<file path="src/rtl/zynet_pkg.sv">
// Shared zyNet definitions: default result-vector geometry and the serializer state type.
package zynet_pkg;

    localparam int ZYNET_WORD_SIZE   = 16;
    localparam int ZYNET_OUTPUT_SIZE = 10;

    typedef enum logic {
        IDLE   = 1'b0,
        STREAM = 1'b1
    } state_t;

endpackage

</file>
<file path="src/rtl/zynet_output_serializer_if.sv">
// Result-vector intake (valid/yumi) and word stream (valid/ready) bundle for the serializer.
// Argmax signals exist only when ZYNET_OUTPUT_SERIALIZER_ARGMAX_EN is defined.
interface zynet_output_serializer_if #(
    parameter int WORD_SIZE   = 16,
    parameter int OUTPUT_SIZE = 10
);
    localparam int IDX_W = $clog2(OUTPUT_SIZE);

    logic                                  valid_i;
    logic [OUTPUT_SIZE-1:0][WORD_SIZE-1:0] data_i;
    logic                                  yumi_o;
    logic                                  valid_o;
    logic                                  ready_i;
    logic [WORD_SIZE-1:0]                  data_o;
    logic [IDX_W-1:0]                      index_o;
    logic                                  last_o;
`ifdef ZYNET_OUTPUT_SERIALIZER_ARGMAX_EN
    logic [IDX_W-1:0]                      argmax_o;
    logic                                  argmax_valid_o;
`endif

    // Serializer side: consumes the vector, produces the stream.
    modport slave (
        input  valid_i, data_i, ready_i,
        output yumi_o, valid_o, data_o, index_o, last_o
`ifdef ZYNET_OUTPUT_SERIALIZER_ARGMAX_EN
        , output argmax_o, argmax_valid_o
`endif
    );

    modport master (
        output valid_i, data_i, ready_i,
        input  yumi_o, valid_o, data_o, index_o, last_o
`ifdef ZYNET_OUTPUT_SERIALIZER_ARGMAX_EN
        , input argmax_o, argmax_valid_o
`endif
    );

endinterface

</file>
<file path="src/rtl/zynet_output_serializer_argmax_tracker.sv">
// Running signed maximum over a streamed vector; reports the winning index once per vector.
module argmax_tracker #(
    parameter int WORD_SIZE = 16,
    parameter int IDX_W     = 4
) (
    input  logic                        clk,
    input  logic                        rst_n,
    input  logic signed [WORD_SIZE-1:0] word,
    input  logic [IDX_W-1:0]            index,
    input  logic                        load,
    input  logic                        update,
    input  logic                        done,
    output logic [IDX_W-1:0]            argmax,
    output logic                        argmax_valid
);

    logic signed [WORD_SIZE-1:0] max_reg, max_next;
    logic [IDX_W-1:0]            max_idx_reg, max_idx_next;
    logic [IDX_W-1:0]            argmax_reg;
    logic                        valid_reg;
    logic                        take;

    // Strict compare so equal values keep the earliest index.
    always_comb begin
        take         = load | (update & (word > max_reg));
        max_next     = take ? word  : max_reg;
        max_idx_next = take ? index : max_idx_reg;
    end

    always_ff @(posedge clk or negedge rst_n) begin
        if (!rst_n) begin
            max_reg     <= '0;
            max_idx_reg <= '0;
            argmax_reg  <= '0;
            valid_reg   <= 1'b0;
        end else begin
            if (load | update) begin
                max_reg     <= max_next;
                max_idx_reg <= max_idx_next;
            end
            if (done) begin
                argmax_reg <= max_idx_next;
            end
            valid_reg <= done;
        end
    end

    assign argmax       = argmax_reg;
    assign argmax_valid = valid_reg;

endmodule

</file>
<file path="src/rtl/zynet_output_serializer.sv">
// Captures a parallel result vector and replays it one word per valid/ready handshake.
// Define ZYNET_OUTPUT_SERIALIZER_ARGMAX_EN to add the signed argmax tracker.
module zynet_output_serializer
    import zynet_pkg::*;
#(
    parameter int WORD_SIZE   = ZYNET_WORD_SIZE,
    parameter int OUTPUT_SIZE = ZYNET_OUTPUT_SIZE
) (
    input  logic                          clk_i,
    input  logic                          reset_i,
    zynet_output_serializer_if.slave      bus
);

    localparam int               IDX_W    = $clog2(OUTPUT_SIZE);
    localparam logic [IDX_W-1:0] LAST_IDX = IDX_W'(OUTPUT_SIZE - 1);

    state_t               state_reg, state_next;
    logic [IDX_W-1:0]     idx_reg, idx_next;
    logic [WORD_SIZE-1:0] word_buf_reg [OUTPUT_SIZE];

    logic stream_valid;
    logic at_last;
    logic handshake;
    logic yumi;

    always_comb begin
        stream_valid = (state_reg == STREAM);
        at_last      = (idx_reg == LAST_IDX);
        handshake    = stream_valid & bus.ready_i;
        yumi         = 1'b0;
        state_next   = state_reg;
        idx_next     = idx_reg;
        case (state_reg)
            IDLE: begin
                yumi = bus.valid_i;
                if (yumi) begin
                    state_next = STREAM;
                end
            end
            STREAM: begin
                // A waiting vector is only taken on the final handshake, so no bubble.
                yumi = bus.valid_i & handshake & at_last;
                if (handshake && at_last && !yumi) begin
                    state_next = IDLE;
                end
            end
            default: begin
                state_next = IDLE;
            end
        endcase
        if (yumi) begin
            idx_next = '0;
        end else if (handshake) begin
            idx_next = at_last ? '0 : idx_reg + IDX_W'(1);
        end
    end

    always_ff @(posedge clk_i or negedge reset_i) begin
        if (!reset_i) begin
            state_reg <= IDLE;
            idx_reg   <= '0;
        end else begin
            state_reg <= state_next;
            idx_reg   <= idx_next;
        end
    end

    generate
        for (genvar gi = 0; gi < OUTPUT_SIZE; gi++) begin : g_word_buf
            always_ff @(posedge clk_i or negedge reset_i) begin
                if (!reset_i) begin
                    word_buf_reg[gi] <= '0;
                end else if (yumi) begin
                    word_buf_reg[gi] <= bus.data_i[gi];
                end
            end
        end
    endgenerate

    // Gating with reset keeps yumi low while the asynchronous reset is held.
    assign bus.yumi_o  = yumi & reset_i;
    assign bus.valid_o = stream_valid;
    assign bus.data_o  = word_buf_reg[idx_reg];
    assign bus.index_o = idx_reg;
    assign bus.last_o  = stream_valid & at_last;

`ifdef ZYNET_OUTPUT_SERIALIZER_ARGMAX_EN
    argmax_tracker #(
        .WORD_SIZE (WORD_SIZE),
        .IDX_W     (IDX_W)
    ) u_argmax_tracker (
        .clk          (clk_i),
        .rst_n        (reset_i),
        .word         (word_buf_reg[idx_reg]),
        .index        (idx_reg),
        .load         (handshake & (idx_reg == '0)),
        .update       (handshake & (idx_reg != '0)),
        .done         (handshake & at_last),
        .argmax       (bus.argmax_o),
        .argmax_valid (bus.argmax_valid_o)
    );
`endif

endmodule

</file>
<file path="src/flat_wrapper.sv">
// flat-port wrapper written by rule: the top's interface ports become plain ports
module zynet_output_serializer_flat import zynet_pkg::*;
#(
    parameter int WORD_SIZE   = ZYNET_WORD_SIZE,
    parameter int OUTPUT_SIZE = ZYNET_OUTPUT_SIZE
)
  (clk_i, reset_i, bus_valid_i, bus_data_i, bus_ready_i, bus_yumi_o, bus_valid_o, bus_data_o, bus_index_o, bus_last_o);
  zynet_output_serializer_if #(.WORD_SIZE(WORD_SIZE), .OUTPUT_SIZE(OUTPUT_SIZE)) bus_i ();
  input  logic clk_i;
  input  logic reset_i;
  input wire logic [$bits(bus_i.valid_i)-1:0] bus_valid_i;
  input wire logic [$bits(bus_i.data_i)-1:0] bus_data_i;
  input wire logic [$bits(bus_i.ready_i)-1:0] bus_ready_i;
  output wire logic [$bits(bus_i.yumi_o)-1:0] bus_yumi_o;
  output wire logic [$bits(bus_i.valid_o)-1:0] bus_valid_o;
  output wire logic [$bits(bus_i.data_o)-1:0] bus_data_o;
  output wire logic [$bits(bus_i.index_o)-1:0] bus_index_o;
  output wire logic [$bits(bus_i.last_o)-1:0] bus_last_o;
  assign bus_i.valid_i = bus_valid_i;
  assign bus_i.data_i = bus_data_i;
  assign bus_i.ready_i = bus_ready_i;
  assign bus_yumi_o = bus_i.yumi_o;
  assign bus_valid_o = bus_i.valid_o;
  assign bus_data_o = bus_i.data_o;
  assign bus_index_o = bus_i.index_o;
  assign bus_last_o = bus_i.last_o;
  zynet_output_serializer #(.WORD_SIZE(WORD_SIZE), .OUTPUT_SIZE(OUTPUT_SIZE)) u_core (.clk_i(clk_i), .reset_i(reset_i), .bus(bus_i));
endmodule
</file>
<file path="config.mk">
export PLATFORM = sky130hd
export DESIGN_NAME = zynet_output_serializer_flat
export DESIGN_NICKNAME = d
export VERILOG_FILES = /design/src/rtl/zynet_pkg.sv /design/src/rtl/zynet_output_serializer_if.sv /design/src/rtl/zynet_output_serializer_argmax_tracker.sv /design/src/rtl/zynet_output_serializer.sv /design/src/flat_wrapper.sv
export SDC_FILE = /design/constraint.sdc
export NUM_CORES = 1
export LEC_CHECK = 0
export ABC_CLOCK_PERIOD_IN_PS = 2200
export CAP_MARGIN = 20
export CORE_MARGIN = 2
export CORE_UTILIZATION = 50
export DETAILED_ROUTE_END_ITERATION = 10
export PLACE_DENSITY_LB_ADDON = 0.1
export SYNTH_ARGS = -nofsm -noshare
export SYNTH_HDL_FRONTEND = slang
export SYNTH_SLANG_ARGS = --single-unit
</file>
<file path="constraint.sdc">
create_clock -name clk_i -period 2.2 [get_ports clk_i]
set_input_delay 0.44 -clock clk_i [delete_from_list [all_inputs] [get_ports clk_i]]
set_output_delay 0.44 -clock clk_i [all_outputs]
set_load 0.03 [all_outputs]
</file>
* Yosys cells after proc, flatten, opt, wreduce, memory -nomap -nowiden
Cells that the tools add are included.
** Word-level totals
- Register bits :: 165
- Output and inout port bits :: 23
- Bits of input ports :: 164
** Cells by class
- Reduce and logical (&&, ||, !) cells :: 4
- Equal/unequal tests :: 1
- $lt $le $gt $ge :: 1
- Add/subtract/negate cells :: 1
- Muxes and demuxes :: 10
- Bitwise gates (word level) :: 7
** Operator list (count)
- 16-bit binary-select mux with 4-bit select :: 1
- 16-bit 2-to-1 mux :: 2
- 4-bit 2-to-1 mux :: 3
- 1-bit AND :: 5
- 5-bit greater-or-equal comparator, second input constant :: 1
- 4-bit inverter with 5-bit output :: 1
- 4-bit by 1-bit adder with 4-bit output, second input constant :: 1
- 4-bit == test, second input constant :: 1
- 1-bit one-hot mux with 2 select lines :: 2
- 1-bit logical AND :: 2
- 1-bit 2-to-1 mux :: 2
- 2-bit nonzero test :: 1
- 1-bit zero test :: 1
- 1-bit inverter :: 1

* Longest topological paths before layout
Gate-level depths: netlist of run 1.
- Depth in word-level cells :: 7
- Depth in mapped cells :: 9

* Least setup slack after synthesis of run 1
Ideal clock, no wire load.
- Path type :: register to output
- Start :: reg u_core.idx_reg[1] (netlist: u_core.bus.index_o[1])
- End :: out bus_data_o[0]
- Cell stages (with the launch flop) :: 6
- Arrival :: 2053 ps
- Data required time :: 1760 ps
- Path slack :: -293 ps
- Cell sequence :: dfrtp_1 nand2b_1 clkbuf_1 clkbuf_1 o22ai_1 o31ai_1
** Between the ends
- Longest elaborated chain between the ends :: 4
** Ends and longest elaborated chain
- start: declaration :: RTL line zynet_output_serializer.sv:18 : logic [IDX_W-1:0] idx_reg, idx_next;
- start signal: assignment :: RTL line zynet_output_serializer.sv:64 : idx_reg <= idx_next;
- 4-bit inverter with 5-bit output (implied by the code) :: RTL line zynet_output_serializer.sv:83 : assign bus.data_o = word_buf_reg[idx_reg];
- 16-bit binary-select mux with 4-bit select :: RTL line zynet_output_serializer.sv:83
- 16-bit 2-to-1 mux (implied by the code) (2 in a row) :: RTL line zynet_output_serializer.sv:83
- end: declaration :: RTL line flat_wrapper.sv:16 : output wire logic [$bits(bus_i.data_o)-1:0] bus_data_o;
No other way between the ends. The select of a mux whose other input is x is not followed.

* Final worst setup path of run 1
- Start :: reg u_core.idx_reg[0] (netlist: u_core.bus.index_o[0])
- End :: out bus_data_o[3]
The elaborated chain is that of the path after synthesis.

==> impl_results.md, run 1 <==
- Detailed router's first-iteration violation count: about 220
- Die Wd: about 130 µm
- Synthesized area divided by synthesized cell count: 14.8 µm²
- Post-synthesis adder-cell area fraction: less than 1%
- Final critical-path required period: ~2.5 ns
- Cell taking the most area after synthesis: sky130_fd_sc_hd__dfrtp_1
- Filler instances: about 940
- Total number of vias: between 5000 and 6000
- Logic pwr share: 47.5%
- Routed vias/inst: between 5 and 6
- Fraction of synthesized cell area in xor and xnor cells: 0%
- Largest delay share family, worst path: buffers and inverters
- Failing checks: setup timing
- CTS Buffer Depth: 2
- Pre-CTS setup slack: -0.0332 ns
- IO Pins: around 190
- HPWL after DPL: 13400 µm
- Category of the most critical setup path: register to primary output
- Number of max-cap violations: 0
- Number of antenna violations at the first check in global routing: 0
- Buffers added on ports: ~190
- Clock network fraction of design power: between 10% and 20%
- Main area contributors after synthesis: sky130_fd_sc_hd__dfrtp_1, sky130_fd_sc_hd__mux2_2, sky130_fd_sc_hd__mux2_1, sky130_fd_sc_hd__mux4_2, sky130_fd_sc_hd__buf_8
- Synthesized net count: between 600 and 700
- Aggregate negative setup slack: -4.97 ns
- Synthesis warning total: 0
- Top layer reached by signal wires: met4
- Register area: 4140 µm²
- Height of the die: 128 µm
- CTS tree: done
- Peak VDD IR: ~0.00076 V
- Worst path arrival time: ~2.1 ns
- Finished Cell Area: 11200 µm²
- Area of the multi-input gates: 3680 µm²
- Vias in the first global route: 5404
- Total core area: approximately 15000 µm²
- Total of endpoints with negative setup slack in the final report: 18
- CTS buffer count: 17
- CP cell instances: buf_4 -> bufbuf_16 -> mux2_4 -> nand2_2 -> o31ai_4 -> buf_4
- Root cell of the clock tree: sky130_fd_sc_hd__clkbuf_16
- Number of antenna cells inserted: 0
- Routed wire length: ~19000 µm
- Result of the run: finished, violations left
- Slowest CP cell: sky130_fd_sc_hd__dfrtp_4
- Fraction of layout cells with a size suffix above 1: between 30 and 40%
- Net load switching power: 5.45 mW
- Total met2 wirelength after detailed routing: approximately 9400 µm
- Slowest stage delay, CP: about 0.57 ns
- Number of placement rows: between 40 and 50
- H-tree levels: 4
- Transition at the pin with the smallest max-transition slack: 0.944 ns
- Portion of netlist area occupied by mux cells: between 30% and 40%
- Pwr Total: 15.9 mW
- First-pass GRT wire length: slightly below 30000 µm
- Number of distinct standard cells referenced by the synthesized netlist: 28
- Total buffers and inverters traversed by the critical path: 3
- Setup repair after global routing missed its margin: true
- Seq cells post-synth: roughly 170
- Type of element launching the critical path: register
- Post-route clock skew: 0.00495 ns
- Sinks on Clock Net: 165
- Residual antenna-violating net count after detailed routing: 0
- Area share of the largest cell type after synthesis: between 50 and 60%
- Insertion delay to the later sink of the worst-skew pair: 0.42 ns
- Maximum operating frequency: 395 MHz
- Combinational family with the most area after synthesis: multiplexers
- Combined global-route utilization of all metal layers: a little under a quarter
- Initial cell density of the core: 50.8%
- Simple-gate share of the synthesized area: 2.60%
- Gr ovfl total: 0
- Sequential cell area fraction in the yosys report: between 50% and 60%
- First-pass iteration count of the detailed router: 4
- Routed length per instance: around 21 µm
- Synth Area in Compound Gates: between 3 and 4%
- Switching Share: 34.4%
- Max FFs per register: 160
- Final GP Congestion: 0.872
- Wire length on met3: approximately 980 µm
- Pins over their slew limit: 0
- Crit. End Element: primary output
- Fin worst setup slack: -0.330 ns
- Flop pwr share: around a third
- Internal: roughly 10 mW
- Synth-to-layout area growth: 45.7%
- Leakage power summed over all cells: 4.70 nW
- Final nets: 898
- Total power per unit cell area: ~1400 nW/µm²
- Combined area of all synthesized cells: around 7700 µm²
- Drt drc: 0
- Largest fanout on the critical path: 13
- CTS clock-pin slew for the worst setup and hold paths: ~0.060 ns
- Hold Fails Final Rpt: 0
- Worst Hold Class: input port to asynchronous set/reset pin
- Cells after synthesis: 518
- Met1 wire length: ~8400 µm
- Placed cell areas: around 10000 µm²
- Library cell appearing most often on the critical path: sky130_fd_sc_hd__buf_4
- Ratio of final minimum period to clock period: 115%
- Worst slew margin: 37.1%
- Worst EP required: between 1.5 and 2 ns
- Pin count of the biggest net entering global routing: around 170
- Die outline area: roughly 16000 µm²
## cell families (layout without fill, tap and decap cells)
family,Yosys count,in the layout
AOI/OAI and AO/OA,40,40
adders and majority gates,2,2
buffers and inverters,40,266
DFF,165,165
muxes,225,225
and+or+nand+nor,46,46
## final timing paths
path	startpoint	end	slack, ns	cells after the start
worst max-delay path	u_core.bus.index_o[0]$_DFFE_PN0P_	bus_data_o[3]	-0.33	6
worst min-delay path	reset_i	u_core.word_buf_reg[13]$_DFFE_PN0P_	0.10	2
worst max register to register	u_core.bus.index_o[0]$_DFFE_PN0P_	u_core.word_buf_reg[34]$_DFFE_PN0P_	0	8
worst min register to register	u_core.word_buf_reg[70]$_DFFE_PN0P_	u_core.word_buf_reg[70]$_DFFE_PN0P_	0.48	1
max in group asynchronous	reset_i	u_core.bus.index_o[0]$_DFFE_PN0P_	1.23	2
min in group clk_i	u_core.word_buf_reg[70]$_DFFE_PN0P_	u_core.word_buf_reg[70]$_DFFE_PN0P_	0.48	1
## power groups by stage
stage	combinational [mW]	sequential (mW)	clock [mW]
final	7.53	5.27	3.06
after global routing	7.90	5.45	3.24
after CTS	7.32	5.27	3.11
after detailed placement	6.61	5.28	0
after global placement	6.49	5.17	0
after floorplan	4.21	5.04	0
## metal layers
layer	up-vias	GRT usage [%]
met5	-	0
li1	2318	-
met4	0	8.47
met2	156	39.4
met3	25	4.88
met1	2601	31.7
## area by class of cell
type / count / area share [%]
timing repair buffer: 231 / 22.2
sequential: 165 / 37.1
clock buffer: 23 / 4.37
inverter: 4 / 0.135
tap: 188 / 2.11
clock inverter: 8 / 1.10
multi-input combinational: 313 / 33.0
## synthesized netlist by cell type
cell type                  instances
sky130_fd_sc_hd__o22ai_1          17
sky130_fd_sc_hd__clkbuf_1          6
sky130_fd_sc_hd__buf_1             1
sky130_fd_sc_hd__buf_8            10
sky130_fd_sc_hd__a41oi_1           1
sky130_fd_sc_hd__nand2_1          21
sky130_fd_sc_hd__buf_4            12
sky130_fd_sc_hd__o21ai_0           2
sky130_fd_sc_hd__mux2_2          119
sky130_fd_sc_hd__a41o_1            1
sky130_fd_sc_hd__dfrtp_1         165
sky130_fd_sc_hd__mux2i_1           1
sky130_fd_sc_hd__o31ai_1          16
sky130_fd_sc_hd__nand3_1           2
sky130_fd_sc_hd__nand3b_1          1
sky130_fd_sc_hd__a21o_1            2
sky130_fd_sc_hd__nor3_1            1
sky130_fd_sc_hd__nand2b_1          1
sky130_fd_sc_hd__nand4b_1          1
sky130_fd_sc_hd__mux4_2           16
sky130_fd_sc_hd__nor3b_2           1
sky130_fd_sc_hd__a21boi_1          1
sky130_fd_sc_hd__ha_1              2
sky130_fd_sc_hd__and2_1            1
sky130_fd_sc_hd__mux2_1           89
sky130_fd_sc_hd__buf_2             7
sky130_fd_sc_hd__nor2_1           17
sky130_fd_sc_hd__inv_1             4
## per-stage QoR
step | instances | util [%] | hold WS [ns]
2_1_floorplan | 518 | - | 0.144
3_3_place_gp | 889 | 66.5 | 0.461
3_5_place_dp | 889 | 66.5 | 0.468
4_1_cts | 925 | 72.9 | 0.243
5_1_grt | 932 | 73.9 | 0.255
6_report | 932 | 73.9 | 0.101
## cells in the final DEF (no fill, tap or decap), drive strengths merged
cell type        n
mux2           208
dfrtp          165
clkdlybuf4s50  163
buf             61
clkbuf          26
nand2           21
nor2            17
o22ai           17
mux4            16
o31ai           16
inv              4
clkinvlp         3
bufinv           3
dlygate4sd2      3
a21o             2
nand3            2
o21ai            2
clkinv           2
ha               2
nand2b           1
nor3b            1
nand4b           1
a21boi           1
and2             1
nand3b           1
mux2i            1
a41oi            1
a41o             1
nor3             1
bufbuf           1
## timing repair
item,in CTS,in global routing
setup endpoints to repair,21,83
pin swaps,10,6
buffers inserted,6,7
gates resized for setup,67,15
hold buffers,0,0
cloned,2,3
## worst register-to-register path, cell delays in order (launching register included)
cell and delay, ns:
sky130_fd_sc_hd__dfrtp_4 0.53, sky130_fd_sc_hd__buf_12 0.17, sky130_fd_sc_hd__ha_4 0.13, sky130_fd_sc_hd__nand4b_1 0.18, sky130_fd_sc_hd__a21boi_4 0.25, sky130_fd_sc_hd__buf_12 0.14
sky130_fd_sc_hd__buf_4 0.12, sky130_fd_sc_hd__buf_12 0.19, sky130_fd_sc_hd__mux2_1 0.37
Power figures use the tool's default switching activity.
==> run 2: changes to the inputs <==
--- a/config.mk
+++ b/config.mk
@@ -5,11 +5,10 @@
 export SDC_FILE = /design/constraint.sdc
 export NUM_CORES = 1
 export LEC_CHECK = 0
-export ABC_CLOCK_PERIOD_IN_PS = 2200
-export CAP_MARGIN = 20
 export CORE_MARGIN = 2
 export CORE_UTILIZATION = 50
 export DETAILED_ROUTE_END_ITERATION = 10
+export GPL_TIMING_DRIVEN = 0
 export PLACE_DENSITY_LB_ADDON = 0.1
 export SYNTH_ARGS = -nofsm -noshare
 export SYNTH_HDL_FRONTEND = slang
==> run 2 against run 1 <==
  * The flow finishes with violations (hold timing, setup timing)
  * Routed wire length rose by 11%
  * Worst setup slack got worse by 0.056 ns
  * First-iteration DRC count rose by 9.4%
  * Global-route usage increased by 2.7 points
  * Largest power group unchanged
==> impl_results.md, run 2 (same netlist as run 1, synthesis figures left out) <==
- Total power per unit cell area: ~1400 nW/µm²
- Hold Fails Final Rpt: 64
- Leakage power summed over all cells: roughly 4.8 nW
- Total core area: 15100 µm²
- Transition at the pin with the smallest max-transition slack: 0.542 ns
- IO Pins: around 190
- Max FFs per register: 160
- CTS tree: done
- Vias in the first global route: ~5700
- HPWL after DPL: between 10000 and 15000 µm
- Pin count of the biggest net entering global routing: approximately 100
- Die outline area: about 16000 µm²
- Final instance count without filler cells: 940
- CTS Buffer Depth: 2
- Endpoint of the worst register-to-register path: u_core.word_buf_reg[76]$_DFFE_PN0P_
- Worst Hold Class: input port to asynchronous set/reset pin
- Worst slew margin: 63.9%
- Pins over their slew limit: 0
- Switching Share: 35.7%
- Routed length per instance: roughly 23 µm
- Fraction of layout cells with a size suffix above 1: just under 40%
- Buffers added on ports: roughly 190
- Most common library cell in the layout ignoring fill and taps: sky130_fd_sc_hd__clkdlybuf4s50_1
- Number of max-cap violations: 0
- Failing checks: hold timing, setup timing
- Final GP Congestion: roughly 0.84
- Die Wd: approximately 130 µm
- Type of element launching the critical path: register
- H-tree levels: 4
- Filler instances: 957
- Number of antenna violations at the first check in global routing: 0
- Number of cells after detailed placement: 893
- Pre-CTS setup slack: -0.913 ns
- Clock network fraction of design power: a little under a fifth
- Residual antenna-violating net count after detailed routing: 0
- Total number of vias: 5308
- Sinks on Clock Net: about 170
- Gr ovfl total: 0
- Total of endpoints with negative setup slack in the final report: 64
- Routed wire length: 21400 µm
- Category of the most critical setup path: register to primary output
- Reg-to-reg slack, setup: -0.03 ns
- Insertion delay to the later sink of the worst-skew pair: 0.43 ns
- Worst Reg-to-Reg Cells: 9
- CTS clock-pin slew for the worst setup and hold paths: 0.06 ns
- Result of the run: finished, violations left
- Routed vias/inst: 5.65
- Number of placement rows: 45
- Root cell of the clock tree: sky130_fd_sc_hd__clkbuf_16
- Largest fanout on the critical path: 4
- Final worst hold slack: -0.0561 ns
- Final critical-path required period: roughly 2.6 ns
- Fin worst setup slack: -0.385 ns
- Setup repair after global routing missed its margin: true
- First-pass iteration count of the detailed router: 5
- Maximum operating frequency: 387 MHz
- Post-route clock skew: about 0.007 ns
- Final nets: about 910
- Aggregate negative setup slack: -5.63 ns
- Flop pwr share: between 30% and 40%
- Synth-to-layout area growth: 47.1%
- Initial cell density of the core: about half
- Combined global-route utilization of all metal layers: between 20% and 30%
- Ratio of final minimum period to clock period: 118%
- Internal: just over 10 mW
- Post-route core utilization: approximately 75%
- Peak VDD IR: about 0.00079 V
- First-pass GRT wire length: ~32000 µm
- Crit. End Element: primary output
- Height of the die: between 100 and 150 µm
- Net load switching power: about 5.7 mW
- Logic pwr share: slightly below 50%
- Drt drc: 0
- Detailed router's first-iteration violation count: 244
- Worst EP required: between 1.5 and 2 ns
- R2r startpoint: u_core.bus.index_o[0]$_DFFE_PN0P_
- CTS buffer count: 17
- Number of antenna cells inserted: 0
- Worst path arrival time: 2.15 ns
- Commonest non-fill, non-tap cells in the layout: sky130_fd_sc_hd__clkdlybuf4s50_1, sky130_fd_sc_hd__dfrtp_1, sky130_fd_sc_hd__mux2_2, sky130_fd_sc_hd__mux2_1, sky130_fd_sc_hd__buf_4
-- run 2: final cells by class --
| cell class | instances | area (µm²) | share of cell area (%) |
|---|---|---|---|
| multi-input cells | 313 | 3750 | 33.3 |
| well taps | 188 | 235 | 2.09 |
| plain buffers | 34 | 432 | 3.83 |
| clock buffers | 20 | 447 | 3.96 |
| repair buffers | 204 | 2100 | 18.7 |
| flip-flops and latches | 165 | 4130 | 36.7 |
| inverters | 4 | 17.5 | 0.155 |
| clock inverters | 12 | 154 | 1.37 |
-- run 2: power by group through the flow --
stage / logic [mW] / registers, mW / clock network [mW]
after floorplan: 4.21 / 5.04 / 0
after global placement: 6.20 / 5.16 / 0
after detailed placement: 6.34 / 5.25 / 0
after CTS: 7.33 / 5.22 / 3.07
after global routing: 8.07 / 5.43 / 3.20
final: 7.75 / 5.25 / 3.03
-- run 2: worst max-delay path, stage by stage, from the launching register on --
cell,delay [ns]
sky130_fd_sc_hd__dfrtp_2,0.45
sky130_fd_sc_hd__buf_4,0.16
sky130_fd_sc_hd__ha_4,0.13
sky130_fd_sc_hd__nand4b_1,0.17
sky130_fd_sc_hd__a21boi_2,0.20
sky130_fd_sc_hd__buf_4,0.16
sky130_fd_sc_hd__buf_12,0.11
sky130_fd_sc_hd__buf_12,0.09
sky130_fd_sc_hd__and2_4,0.13
sky130_fd_sc_hd__buf_6,0.12
-- run 2: worst max path at each step --
stage                                                 start                                end  slack, ns
after floorplan           u_core.bus.index_o[3]$_DFFE_PN0P_                      bus_data_o[0]      -0.03
after global placement                              reset_i  u_core.bus.index_o[1]$_DFFE_PN0P_      -6.38
after detailed placement                        bus_ready_i                         bus_yumi_o      -0.91
after CTS                 u_core.bus.index_o[0]$_DFFE_PN0P_                      bus_data_o[1]      -0.31
after global routing      u_core.bus.index_o[1]$_DFFE_PN0P_                         bus_yumi_o      -0.44
final                     u_core.bus.index_o[0]$_DFFE_PN0P_                         bus_yumi_o      -0.39
-- run 2: metal layers --
layer,track usage (%),vias to the layer above,part of all wire [%]
met4,13.0,0,3.7
met1,34.4,2712,42
met3,6.59,49,5.6
li1,-,2347,-
met2,42.5,200,48
met5,0,-,0
-- run 2: timing repair --
action | CTS | global route
endpoints found under the hold margin | 64 | 39
setup endpoints to repair | 18 | 98
setup buffers | 13 | 1
pin swaps | 13 | 10
resized for setup | 212 | 40
gates cloned | 1 | 3
-- run 2: per-stage QoR --
step                      power, mW  cell area (µm²)
final                          16.0            11300
after global routing           16.7            11300
after CTS                      15.6            11100
after detailed placement       11.6             9960
after global placement         11.4             9930
after floorplan                9.25             7840
